## config.mk

```make
export PLATFORM = sky130hd
export DESIGN_NAME = to_lower_stream
export DESIGN_NICKNAME = d
export VERILOG_FILES = /design/src/rtl/case_conv_pkg.sv /design/src/rtl/char_fifo2.sv /design/src/rtl/to_lower_stream.sv
export SDC_FILE = /design/constraint.sdc
export NUM_CORES = 1
export LEC_CHECK = 0
export ABC_AREA = 1
export CORE_UTILIZATION = 55
export CTS_CLUSTER_DIAMETER = 50
export DETAILED_ROUTE_END_ITERATION = 8
export HOLD_SLACK_MARGIN = 0.12
export MAX_ROUTING_LAYER = met4
export PLACE_DENSITY = 0.92
export SYNTH_ARGS = -nofsm -noshare
export SYNTH_HDL_FRONTEND = slang
export SYNTH_HIERARCHICAL = 1
export SYNTH_SLANG_ARGS = --single-unit
```

## constraint.sdc

```tcl
create_clock -name clk -period 2.6 [get_ports clk]
set_clock_uncertainty 0.05 [all_clocks]
set_input_delay 0.39 -clock clk [delete_from_list [all_inputs] [get_ports clk]]
set_output_delay 0.39 -clock clk [all_outputs]
set_load 0.05 [all_outputs]
```

## src/rtl/case_conv_pkg.sv

```systemverilog
// Shared ASCII case-conversion constants, buffer occupancy states and helpers.
package case_conv_pkg;

  localparam logic [7:0] ASCII_UPPER_A     = 8'd65;
  localparam logic [7:0] ASCII_UPPER_Z     = 8'd90;
  localparam logic [7:0] ASCII_CASE_OFFSET = 8'd32;

  typedef enum logic [1:0] {
    EMPTY = 2'd0,
    ONE   = 2'd1,
    FULL  = 2'd2
  } occ_state_t;

  function automatic logic is_upper(input logic [7:0] b);
    return (b >= ASCII_UPPER_A) && (b <= ASCII_UPPER_Z);
  endfunction

  function automatic logic [7:0] to_lower(input logic [7:0] b);
    return is_upper(b) ? (b + ASCII_CASE_OFFSET) : b;
  endfunction

endpackage

```

## src/rtl/char_fifo2.sv

```systemverilog
// Two-entry byte FIFO with registered head output and occupancy FSM.
// in_ready and out_valid are decoded from the state register only.
module char_fifo2
  import case_conv_pkg::*;
(
  input  logic       clk,
  input  logic       rst,
  input  logic       in_valid,
  input  logic [7:0] in_data,
  output logic       in_ready,
  output logic       out_valid,
  output logic [7:0] out_data,
  input  logic       out_ready
);

  occ_state_t state_q, state_d;
  logic [7:0] head_q, tail_q;
  logic       push, pop;
  logic       load_head_in, load_head_tail, load_tail_in;

  assign in_ready  = (state_q != FULL);
  assign out_valid = (state_q != EMPTY);
  assign out_data  = head_q;
  assign push      = in_valid && in_ready;
  assign pop       = out_valid && out_ready;

  // Occupancy state register.
  always_ff @(posedge clk or posedge rst) begin
    if (rst) state_q <= EMPTY;
    else     state_q <= state_d;
  end

  // Next-state and data-path load selects.
  always_comb begin
    state_d        = state_q;
    load_head_in   = 1'b0;
    load_head_tail = 1'b0;
    load_tail_in   = 1'b0;
    unique case (state_q)
      EMPTY: begin
        if (push) begin
          state_d      = ONE;
          load_head_in = 1'b1;
        end
      end
      ONE: begin
        if (push && !pop) begin
          state_d      = FULL;
          load_tail_in = 1'b1;
        end else if (!push && pop) begin
          state_d = EMPTY;
        end else if (push && pop) begin
          // Head drains and is replaced by the new byte in the same edge.
          load_head_in = 1'b1;
        end
      end
      FULL: begin
        if (pop) begin
          state_d        = ONE;
          load_head_tail = 1'b1;
        end
      end
      default: state_d = EMPTY;
    endcase
  end

  // Storage registers; head only changes on a load, so it holds while stalled.
  always_ff @(posedge clk or posedge rst) begin
    if (rst) begin
      head_q <= '0;
      tail_q <= '0;
    end else begin
      if (load_head_in)        head_q <= in_data;
      else if (load_head_tail) head_q <= tail_q;
      if (load_tail_in)        tail_q <= in_data;
    end
  end

endmodule

```

## src/rtl/to_lower_stream.sv

```systemverilog
// Streaming ASCII lowercase converter with 2-entry output buffer and
// saturating byte / conversion counters.
module to_lower_stream
  import case_conv_pkg::*;
#(
  parameter int unsigned CNT_W = 16
) (
  input  logic             clk,
  input  logic             rst,
  input  logic             in_valid,
  input  logic [7:0]       in_char,
  output logic             in_ready,
  output logic             out_valid,
  output logic [7:0]       out_char,
  input  logic             out_ready,
  input  logic             clr_counts,
  output logic [CNT_W-1:0] byte_count,
  output logic [CNT_W-1:0] conv_count
);

  logic             accept;
  logic [7:0]       mapped;
  logic [CNT_W-1:0] byte_base, conv_base;

  assign mapped = to_lower(in_char);
  assign accept = in_valid && in_ready;

  char_fifo2 u_fifo (
    .clk       (clk),
    .rst       (rst),
    .in_valid  (in_valid),
    .in_data   (mapped),
    .in_ready  (in_ready),
    .out_valid (out_valid),
    .out_data  (out_char),
    .out_ready (out_ready)
  );

  // Clear takes effect first so a same-cycle accept counts from zero.
  always_comb begin
    byte_base = clr_counts ? '0 : byte_count;
    conv_base = clr_counts ? '0 : conv_count;
  end

  // Saturating statistics counters.
  always_ff @(posedge clk or posedge rst) begin
    if (rst) begin
      byte_count <= '0;
      conv_count <= '0;
    end else begin
      byte_count <= byte_base;
      conv_count <= conv_base;
      if (accept && (byte_base != '1))
        byte_count <= byte_base + CNT_W'(1);
      if (accept && is_upper(in_char) && (conv_base != '1))
        conv_count <= conv_base + CNT_W'(1);
    end
  end

endmodule

```

* Word-level counts from Yosys, hierarchy flattened
Index checks and enable logic that the tools add are counted.
Word-level totals: register bits after elaboration 50, input bits 13, output and inout port bits 42, word-level logic and storage cells 54
Operators by class: $add $sub $neg 3, magnitude comparators 2, equality and inequality tests 8, multiplexer cells 21, reduce and logical (&&, ||, !) cells 15
Operators by type and width (count):
- two-way mux 16 bit | 4
- adder 16 x 1 -> 16 bit (second input constant) | 2
- != test 16 bit (second input constant) | 2
- two-way mux 8 bit | 3
- logical AND 1 bit | 9
- adder 8 x 6 -> 8 bit (second input constant) | 1
- >= comparator 8 x 7 -> 1 bit (second input constant) | 1
- less-or-equal comparator 8 x 7 -> 1 bit (second input constant) | 1
- two-way mux 1 bit | 8
- two-way mux 2 bit | 4
- one-hot mux 2 bit (3 select lines) | 1
- != test 2 bit (second input constant) | 2
- nonzero test 2 bit | 2
- != test 3 x 1 -> 1 bit (second input constant) | 1
- AND reduction 3 bit | 1
- == test 2 x 1 -> 1 bit (second input constant) | 1
- == test 2 bit (second input constant) | 1
- logical NOT 1 bit | 2
- logical NOT 2 bit | 1
- != test 2 x 1 -> 1 bit (second input constant) | 1
- one-hot mux 1 bit (2 select lines) | 1

* Logic depth before layout (Yosys ltp)
word-level depth 8, mapped depth 14

* Cells and area by module
The synthesis kept the hierarchy.
By module, submodules not included:
- to_lower_stream | times used 1, cells each 402, area an instance 2580.0 sq um, seq. area each 800.8 sq um
- char_fifo2 | times used 1, cells each 122, area an instance 953.4 sq um, seq. area each 450.4 sq um

* Least setup slack after synthesis
Ideal clock, no wire load.
kind input to register, from in clr_counts, to reg conv_count[0], setup time 0.065 ns, data arrival time 2.115 ns, slack 0.370 ns, stages 13, path buffers 3, cell sequence buf_6 -> buf_2 -> nor2_1 -> ha_1 -> nand2_1 -> nor2_2 -> nand2_2 -> nor2_4 -> nand3_2 -> nand2_2 -> buf_4 -> nand2_1 -> nand2_1
Between the ends: cells in the longest elaborated chain, start to end 4, elaborated cells on any way between the ends 5, classes of those cells add/sub: 1; eq/ne: 1; mux: 2; reduce/logical: 1
Ends and longest elaborated chain:
- from (decl) | line to_lower_stream.sv:16 | input logic clr_counts,
- two-way mux 16 bit * | line to_lower_stream.sv:42 | conv_base = clr_counts ? '0 : conv_count;
- branches (longest 2 deep; another with adder 16 x 1 -> 16 bit)
- two-way mux 16 bit * | line to_lower_stream.sv:55 | if (accept && is_upper(in_char) && (conv_base != '1))
- to (signal assigned) | line to_lower_stream.sv:52 | conv_count <= conv_base;
- to (signal assigned) | line to_lower_stream.sv:56 | conv_count <= conv_base + CNT_W'(1);
- to (decl) | line to_lower_stream.sv:18 | output logic [CNT_W-1:0] conv_count
Every way passes the cells marked *. A chain may end at the register's enable or synchronous reset.

* Final worst setup path
from reg u_fifo.state_q[1], to out in_ready
Between the ends: cells in the longest elaborated chain, start to end 1
Ends and longest elaborated chain:
- from (decl) | line char_fifo2.sv:16 | occ_state_t state_q, state_d;
- from (signal assigned) | line char_fifo2.sv:30 | else state_q <= state_d;
- != test 2 bit | line char_fifo2.sv:21 | assign in_ready = (state_q != FULL);
- to (decl) | line to_lower_stream.sv:12 | output logic in_ready,
No other way between the ends.

==> summary.md <==
| Metric | Value |
|---|---|
| Outcome | finished, final reports clean |
| Via-to-Cell Ratio | roughly 5.4 |
| Fraction of layout cells with a size suffix above 1 | between 10% and 20% |
| Synth Warn # | 6 |
| Die width | a little over 80 µm |
| Ports | between 50 and 60 |
| Slew Viols, Final | 0 |
| Peak VDD IR | approximately 0.64 mV |
| Worst Setup SP | u_fifo/state_q[1]$_DFFE_PP0P_ |
| Row cnt | 28 |
| Most common cell after layout, fill and taps aside | nand2_1 |
| Nets | around 600 |
| Antenna Nets Post-Route | 0 |
| Worst-case clock buffer depth | 2 |
| Worst EP arrival | 1930 ps |
| Start of the worst register-to-register path | u_fifo/state_q[1]$_DFFE_PP0P_ |
| Maximum clock frequency | approximately 420 MHz |
| Pre-antenna DRT Iters | 5 |
| Routed WL per cell | 13.19 µm |
| Drt drc | 0 |
| GRT Total Usage | between 20% and 30% |
| Clock transition at path regs | about 90 ps |
| Final Cycle Share | 91.00% |
| Syn_nets | 542 |
| RSZ-0062 raised after global routing | no |
| Starting Density | just under 60% |
| Sequential element share of the synthesized area | a little over a third |
| Die Ht | slightly above 80 µm |
| Total Power | ~2.7 mW |
| Syn Inst Count | 524 |
| Most frequent cells in the layout | 210 x nand2_1, 68 x inv_1, 54 x clkdlybuf4s50_1 |
| Initial antenna violation count | 0 |
| WL met3 | between 500 and 600 µm |
| CTS resizes | 0 |
| Post-CTS setup repair buffer count | 0 |
| CTS Hold Buffers Added | 0 |
| Largest net degree at the start of global routing | 33 |
| Max FO, Critical Path | 12 |
| Slew @ Worst Pin | between 600 and 700 ps |
| Highest Signal Layer | met4 |
| Layout Utilization | between 70% and 80% |
| Total routed wirelength | 8695 µm |
| Worst setup SP type | register |
| Routability cong. | ~0.90 |
| Worst hold path type | register to register |
| Setup crit end kind | output port |
| DR vias | ~3500 |
| Req. time, crit path | 2160 ps |
| Pwr Density | 641.8 mW/mm² |
| MaxCap Viol Count | 0 |
| Initial DRC count | 421 |
| Clk root buf | clkbuf_8 |
| Clock insertion delay at the later pin of the skew report | 300 ps |
| CTS tree | built |
| Worst Setup Path Type | register to output port |
| Final Cell Area | 0.004258 mm² |
| First-pass GRT wire length | about 15000 µm |
| Full die area | between 0.006 and 0.007 mm² |
| CTS buffer count | 5 |
| Avg Cell Area, Syn | 6.743 µm² |
| Final Hold Fails | 0 |
| LEAKAGE | 2.110 nW |
| Layout fillers | roughly 470 |
| Final setup TNS | 0 ps |
| Routed wl met2 | around 4500 µm |
| Post-synth cell types | 26 |
| Post-Syn Area | around 0.0035 mm² |
| Area Overhead vs Synth | 20.50% |
| Relative slew slack | a little under three fifths |
| Core Area | slightly above 0.006 mm² |
| Input/output buffers | 54 |
| Clock Sinks | 50 |
| Grt ovf | 0 |
| Period minus WS final | between 2000 and 2500 ps |
| H-Tree Depth | 2 |
| Post-placement cell area | 0.004148 mm² |
| FF+latch count, synth | 50 |
| Worst hold start | u_fifo/tail_q[3]$_DFFE_PP0P_ |
| Ant diodes | 0 |
| Detailed placement HPWL | approximately 6400 µm |
| Metal-1 WL | about 3500 µm |
| Vias in the first global route | between 3000 and 4000 |
| Final setup viols | 0 |
==> kinds of logic after synthesis <==
| group | synth area share, % |
|---|---|
| and+or+nand+nor | 47.24 |
| AOI/OAI and AO/OA | 1.806 |
| buffers and inverters | 10.55 |
| adders and majority gates | 1.771 |
| DFF | 35.41 |
| xor gates and xnor gates | 3.222 |
==> state kept, by name, summed over array words and instances, names as in the netlist <==
register and flops:
u_fifo/out_data 8, byte_count 16, conv_count 16, u_fifo/tail_q 8, u_fifo/state_q 2
==> Yosys cell counts <==
cell	number	share of area (%)
inv_2	3	0.32
o21bai_1	1	0.21
buf_6	5	1.6
xnor2_1	5	1.2
nand3_2	3	0.85
nand3_1	30	4.2
xor2_1	8	2.0
dfrtp_1	50	35
nand2_1	210	22
buf_4	3	0.64
nor2_2	12	2.1
nor2_4	12	3.8
o21ai_1	8	1.1
nand4_1	28	5.0
clkbuf_1	1	0.11
nor2_1	48	5.1
buf_2	4	0.57
clkinv_1	1	0.11
nand4_2	1	0.35
inv_1	68	7.2
nand2_2	10	1.8
ha_1	5	1.8
o21ai_4	1	0.46
nor3_1	2	0.28
nor2_8	1	0.57
nand3b_1	4	0.85
==> final cells by class <==
type | count | area, µm² | area share, %
Timing Repair Buffer | 65 | 623.1 | 14.63
Clock buffer | 6 | 72.57 | 1.704
Tap cell | 75 | 93.84 | 2.204
Inverter | 72 | 270.3 | 6.347
Clock inverter | 2 | 37.54 | 0.8816
Sequential cell | 50 | 1251 | 29.39
Multi-Input combinational cell | 389 | 1909 | 44.84
==> metal layers <==
layer / vias to the layer above / track usage, %
met5: - / -
met4: 0 / 11.58
met3: 19 / 5.055
met2: 159 / 48.93
met1: 1629 / 33.40
li1: 1736 / -
==> final timing paths <==
| path | slack, ps | cells past startpoint | end |
|---|---|---|---|
| max in group asynchronous | 1600 | 2 | u_fifo/tail_q[3]$_DFFE_PP0P_ |
| min in group asynchronous | 480 | 3 | byte_count[14]$_DFF_PP0_ |
| hold reg to reg | 460 | 2 | u_fifo/tail_q[3]$_DFFE_PP0P_ |
| setup / recovery | 230 | 4 | in_ready |
| setup reg to reg | 540 | 10 | conv_count[13]$_DFF_PP0_ |
| hold / removal | 460 | 2 | u_fifo/tail_q[3]$_DFFE_PP0P_ |
==> worst max-delay path: stages, from the launching register on <==
cell and delay (ps):
dfrtp_1 530, inv_2 150, nor2_1 60, inv_1 80, clkdlybuf4s50_1 800
==> metrics by stage <==
stage	cells	hold WS, ps	setup slack (ps)
after floorplan	524	278.6	370.4
after global placement	651	425.7	160.3
after detailed placement	651	439.4	49.40
after CTS	659	460.2	235.8
after global routing	659	470.9	117.2
final	659	459.0	234.1
==> report_power, final <==
group | switching [mW] | leakage [nW] | internal, mW | total [mW]
Clock | 0.266 | 0.0514 | 0.287 | 0.554
Sequential | 0.125 | 0.662 | 0.928 | 1.05
Combinational | 0.769 | 1.40 | 0.357 | 1.13
Total | 1.16 | 2.11 | 1.57 | 2.73
No activity file was read; power rests on OpenSTA's default activity.
